## config.mk

```make
export PLATFORM = sky130hd
export DESIGN_NAME = blur_row_feeder
export DESIGN_NICKNAME = d
export VERILOG_FILES = /design/src/rtl/blur_row_feeder.sv
export SDC_FILE = /design/constraint.sdc
export NUM_CORES = 1
export LEC_CHECK = 0
export CAP_MARGIN = 30
export CORE_UTILIZATION = 50
export DETAILED_ROUTE_END_ITERATION = 7
export DONT_BUFFER_PORTS = 1
export SYNTH_ARGS = -nofsm -noshare
export SYNTH_HDL_FRONTEND = slang
export SYNTH_SLANG_ARGS = --single-unit
```

## constraint.sdc

```tcl
create_clock -name clk -period 42.6 [get_ports clk]
set_input_delay 12.78 -clock clk [delete_from_list [all_inputs] [get_ports clk]]
set_output_delay 12.78 -clock clk [all_outputs]
set_load 0.01 [all_outputs]
```

## src/rtl/blur_row_feeder.sv

```systemverilog
// Row feeder for the blur stage: fetches 20-pixel row segments in 16-column strips and
// launches them on blur_final. Define BLUR_ROW_FEEDER_PREFETCH_EN to overlap fetch with blur.
module blur_row_feeder #(
    parameter int unsigned IMG_WIDTH  = 64,
    parameter int unsigned IMG_HEIGHT = 64,
    parameter int unsigned IMG_BASE   = 0,
    parameter int unsigned ADDR_BITS  = 32
) (
    input  logic                 clk,
    input  logic                 rst,
    input  logic                 start,
    output logic                 mem_read,
    output logic [ADDR_BITS-1:0] mem_addr,
    input  logic [31:0]          mem_rdata,
    input  logic                 mem_ready,
    output logic [19:0][7:0]     blur_in,
    output logic                 anchor_moving,
    output logic [31:0]          anchor_x,
    input  logic                 blur_final,
    output logic                 busy,
    output logic                 frame_done
);

    localparam int unsigned NumStrips = IMG_WIDTH / 16;
    localparam logic [ADDR_BITS-1:0] BaseAddr  = ADDR_BITS'(IMG_BASE);
    localparam logic [ADDR_BITS-1:0] RowStep   = ADDR_BITS'(IMG_WIDTH);
    localparam logic [ADDR_BITS-1:0] StripStep = ADDR_BITS'(16);
    localparam logic [ADDR_BITS-1:0] WordBack  = ADDR_BITS'(4);

    typedef enum logic [2:0] {
        StIdle,
        StFetch,
        StReady,
        StWait,
        StDrain
    } state_e;

    state_e               state_q;
    logic [31:0]          row_q;
    logic [31:0]          strip_q;
    logic [ADDR_BITS-1:0] line_addr_q;   // address of column S*16 in row R
    logic [ADDR_BITS-1:0] strip_addr_q;  // address of column S*16 in row 0
    logic [2:0]           word_q;
    logic [191:0]         shadow_q;
    logic                 shadow_full_q;
    logic [1:0]           guard_q;

    logic                 last_row;
    logic                 last_strip;
    logic                 skip_word;
    logic                 guard_clear;
    logic                 launch;
    logic [ADDR_BITS-1:0] word_addr;
    logic [7:0]           word_bit;

    always_comb begin
        last_row    = (row_q == IMG_HEIGHT - 1);
        last_strip  = (strip_q == NumStrips - 1);
        // Only the outer words of the first and last strip fall outside the image.
        skip_word   = ((word_q == 3'd0) && (strip_q == 32'd0)) ||
                      ((word_q == 3'd5) && last_strip);
        word_addr   = line_addr_q - WordBack + ADDR_BITS'({word_q, 2'b00});
        word_bit    = {word_q, 5'b00000};
        guard_clear = (guard_q == 2'd0);
        launch      = (state_q == StReady) && shadow_full_q && blur_final &&
                      !anchor_moving && guard_clear;
    end

    always_ff @(posedge clk or posedge rst) begin
        if (rst) begin
            state_q       <= StIdle;
            row_q         <= '0;
            strip_q       <= '0;
            line_addr_q   <= BaseAddr;
            strip_addr_q  <= BaseAddr;
            word_q        <= '0;
            shadow_q      <= '0;
            shadow_full_q <= 1'b0;
            guard_q       <= '0;
            mem_read      <= 1'b0;
            mem_addr      <= '0;
            blur_in       <= '0;
            anchor_moving <= 1'b0;
            anchor_x      <= '0;
            busy          <= 1'b0;
            frame_done    <= 1'b0;
        end else begin
            anchor_moving <= 1'b0;
            frame_done    <= 1'b0;
            if (!guard_clear) begin
                guard_q <= guard_q - 2'd1;
            end

            case (state_q)
                StIdle: begin
                    if (start) begin
                        busy          <= 1'b1;
                        state_q       <= StFetch;
                        row_q         <= '0;
                        strip_q       <= '0;
                        line_addr_q   <= BaseAddr;
                        strip_addr_q  <= BaseAddr;
                        word_q        <= '0;
                        shadow_full_q <= 1'b0;
                    end
                end

                StFetch: begin
                    if (mem_read) begin
                        if (mem_ready) begin
                            shadow_q[word_bit +: 32] <= mem_rdata;
                            mem_read                 <= 1'b0;
                            word_q                   <= word_q + 3'd1;
                        end
                    end else if (word_q == 3'd6) begin
                        shadow_full_q <= 1'b1;
                        state_q       <= StReady;
                    end else if (skip_word) begin
                        shadow_q[word_bit +: 32] <= '0;
                        word_q                   <= word_q + 3'd1;
                    end else begin
                        mem_read <= 1'b1;
                        mem_addr <= word_addr;
                    end
                end

                StReady: begin
                    if (launch) begin
                        blur_in       <= shadow_q[175:16];
                        anchor_x      <= row_q;
                        anchor_moving <= 1'b1;
                        shadow_full_q <= 1'b0;
                        guard_q       <= 2'd2;
                        word_q        <= '0;
                        if (last_row) begin
                            row_q        <= '0;
                            strip_q      <= strip_q + 32'd1;
                            strip_addr_q <= strip_addr_q + StripStep;
                            line_addr_q  <= strip_addr_q + StripStep;
                        end else begin
                            row_q       <= row_q + 32'd1;
                            line_addr_q <= line_addr_q + RowStep;
                        end
                        if (last_row && last_strip) begin
                            state_q <= StDrain;
                        end else begin
`ifdef BLUR_ROW_FEEDER_PREFETCH_EN
                            state_q <= StFetch;
`else
                            state_q <= StWait;
`endif
                        end
                    end
                end

                StWait: begin
                    if (blur_final && guard_clear) begin
                        state_q <= StFetch;
                    end
                end

                StDrain: begin
                    if (blur_final && guard_clear) begin
                        frame_done <= 1'b1;
                        busy       <= 1'b0;
                        state_q    <= StIdle;
                    end
                end

                default: state_q <= StIdle;
            endcase
        end
    end

endmodule
```

==> results.json <==
{
  "tightest_slew_ps": 1020,
  "synth_top_family_by_area": "simple AND/OR/NAND/NOR gates",
  "cap_violations": 0,
  "outcome": "complete, no violations",
  "post-place-cells": 3088,
  "timing_max_transition_violations_final": 0,
  "synthToLayoutAreaGrowth_pct": 10.52,
  "synth_mux_area_share_pct": 1.511,
  "vias_per_cell": 5.576,
  "cts_hold_repair.buffers": 0,
  "edff_count_synth": 0,
  "drtAntennaViolNets": 0,
  "final_hold_viol_count": 0,
  "setup-tns-final_ps": 0,
  "fin_crit_sh_pct": 35.33,
  "post_cts_resized": 0,
  "power.density_cell_area_mw_per_mm2": 55.28,
  "detailroute.via_count": 17800,
  "grt_pass1_vias": 16740,
  "cts.sink_count": 517,
  "io_pins": 265,
  "clock_tree.htree_level_count": 2,
  "cell_area_after_synthesis_mm2": 0.02352,
  "number_of_setup_buffers_added_after_cts": 0,
  "synth-adder-area-share_pct": 3.489,
  "antenna_found_initial": 2,
  "clk_transition_reported_paths_ps": 70,
  "place.detailed.hpwl_mm": 42.27,
  "pin_count_of_the_biggest_net_entering_global_routing": 173,
  "yosys_warnings": 0,
  "floorplan_core_area_mm2": 0.04646,
  "synth_top_area_share_pct": 55.00,
  "power.ir.vdd_worst_uv": 45.17,
  "gpl.final_weighted_congestion": 0.8673,
  "drc": 0,
  "layoutNonFillerInstCount": 3192,
  "final_layout_size_suffix_gt1_share_pct": 5.996,
  "cts_tree": "built",
  "setup_ws_ps": 27550,
  "die_height_um": 218.9,
  "synth_seq_area_share_pct": 55.00,
  "die_area_mm2": 0.04792,
  "min_period_ps": 15050,
  "drtPass1Iterations": 5,
  "rsz_0062_raised_after_global_routing": "no",
  "clock_latency_ps": 640,
  "cts_inserted_buffers": 55,
  "synthDistinctLibCells": 71,
  "fill_cells": 4178,
  "synthXorXnorAreaFrac_pct": 3.277,
  "synth_top_cells_by_area": "dfrtp_1 55%, nand2_1 14%, o21ai_0 6.3%",
  "synth.ff_latch_count": 517,
  "dominant_register_cell_in_the_synthesized_netlist": "dfrtp_1",
  "cts_buffer_depth": 3,
  "synth_area_per_cell_um2": 9.089,
  "nets_final": 2643,
  "die_width_um": 218.9,
  "timing.max_slew.rel_slack_pct": 32.00,
  "synth_fp_nets": 2690,
  "max_clock_freq_mhz": 66.44,
  "synthesis.instances": 2588,
  "cp_data_required_time_ps": 43090,
  "yosys.cell_count.top_type": "nand2_1",
  "postRouteWirelength_mm": 63.10,
  "type_of_element_launching_the_critical_path": "input port",
  "grt_remaining_overflow": 0,
  "insertedDiodeCount": 0,
  "worst-path-max-fanout": 86,
  "drt_iter0_drc": 1519,
  "critPathKind": "input port to flip-flop",
  "port_buffers": 0,
  "root_buffer": "clkbuf_16",
  "post_synth_most_frequent_cells": "856 x nand2_1, 517 x dfrtp_1, 294 x o21ai_0",
  "async_reset_ff_share_pct": 100.0,
  "synth_simple_gate_area_share_pct": 21.17,
  "timing.hold.worst.class": "flip-flop to flip-flop",
  "timing.clock.skew_ps": 42.19,
  "grt_first_pass_wirelength_mm": 97.75,
  "finalCoreUtilization_pct": 55.96,
  "place_worst_setup_slack_ps": 26970,
  "hold-worst-slack_ps": 445.4,
  "avgRoutedWirePerCell_um": 19.77,
  "worstSetupEndpointType": "flip-flop",
  "report.final.setup_viol": 0,
  "worst-endpoint-arrival_ps": 15540,
  "num_rows": 79,
  "floorplan.initialDensity_pct": 50.63,
  "leakagePower_nw": 12.87,
  "groute.usage.overall_pct": 26.42,
  "synthesized_area_fraction_occupied_by_ao_oa_aoi_and_oai_cells_pct": 11.88,
  "library_cell_with_the_largest_summed_area_after_synthesis": "dfrtp_1"
}
-- registers in the layout, indices dropped and copies added, names as in the netlist --
name and cells:
anchor_moving 1, word_q 3, state_q 3, row_q 32, mem_addr 31, mem_read 1, line_addr_q 29, shadow_q 160
anchor_x 32, shadow_full_q 1, strip_q 32, strip_addr_q 28, blur_in 160, busy 1, frame_done 1, guard_q 2
-- worst max-delay path: stages --
cell and delay (ps):
nor3b_4 290, nand4_1 160, buf_4 350, inv_6 570, nand2_1 760, o41ai_1 550
-- area by class of cell --
type	count	area, µm²	area share (%)
inverter	88	342.8	1.319
clock inverter	23	284.0	1.093
sequential	517	12940	49.77
clock buffer	78	1613	6.204
tap	607	759.5	2.921
timing repair buffer	29	315.3	1.213
multi-input combinational	1850	9744	37.48
-- path summary, 6_finish.rpt --
kind	start	end	slack, ps	cells after the start
worst max-delay path	blur_final	strip_addr_q[16]$_DFFE_PP0P_	27550	6
worst min-delay path	shadow_q[88]$_DFFE_PP0P_	blur_in[72]$_DFFE_PP0P_	450	2
worst max register to register	word_q[0]$_DFFE_PP0P_	mem_addr[25]$_DFFE_PP0P_	38920	10
worst min register to register	shadow_q[88]$_DFFE_PP0P_	blur_in[72]$_DFFE_PP0P_	450	2
max in group asynchronous	rst	shadow_q[166]$_DFFE_PP0P_	28120	4
min in group asynchronous	rst	blur_in[68]$_DFFE_PP0P_	11910	1
-- layout by cell type, fill, tap and decap left out, types with 15 or more instances in the layout --
master / n
a21o_1: 15
xor2_1: 49
nand4_1: 36
buf_4: 22
dfrtp_1: 517
ha_1: 64
o31ai_1: 28
a31oi_1: 22
o22ai_1: 21
clkbuf_8: 15
nand2_1: 856
nor2_1: 92
clkbuf_16: 55
xnor2_1: 39
o21ai_0: 293
a21oi_1: 56
mux2i_1: 31
nand3_1: 49
and3_1: 33
inv_1: 85
o21ai_1: 16
nor4_1: 17
-- kinds of logic (layout without fill, tap and decap cells) --
kind of cell	count (synthesis)	in the layout
adders and majority gates	65	65
buffers and inverters	221	218
muxes	35	35
xor gates and xnor gates	88	88
AOI/OAI and AO/OA	491	491
DFF	517	517
and+or+nand+nor	1171	1171
-- report_power, final --
part	leakage, nW	switching (W)	internal [W]
combinational	4.93	0.000203	0.000110
sequential	7.00	0.0000634	0.000566
clock	0.931	0.000206	0.000289
total	12.9	0.000472	0.000965
-- layer usage --
layer	routed length (µm)	global-route usage, %
met1	27990	37.30
met2	27450	38.28
met3	6211	9.425
met4	1446	7.222
met5	0	0
-- stage by stage --
step                      area [µm²]  power [W]
after global routing           26000   0.001516
after floorplan                23520  0.0008529
final                          26000   0.001437
after detailed placement       24040  0.0009512
after CTS                      25940   0.001448
after global placement         23960  0.0009379
(Power assumes the default switching activity.)
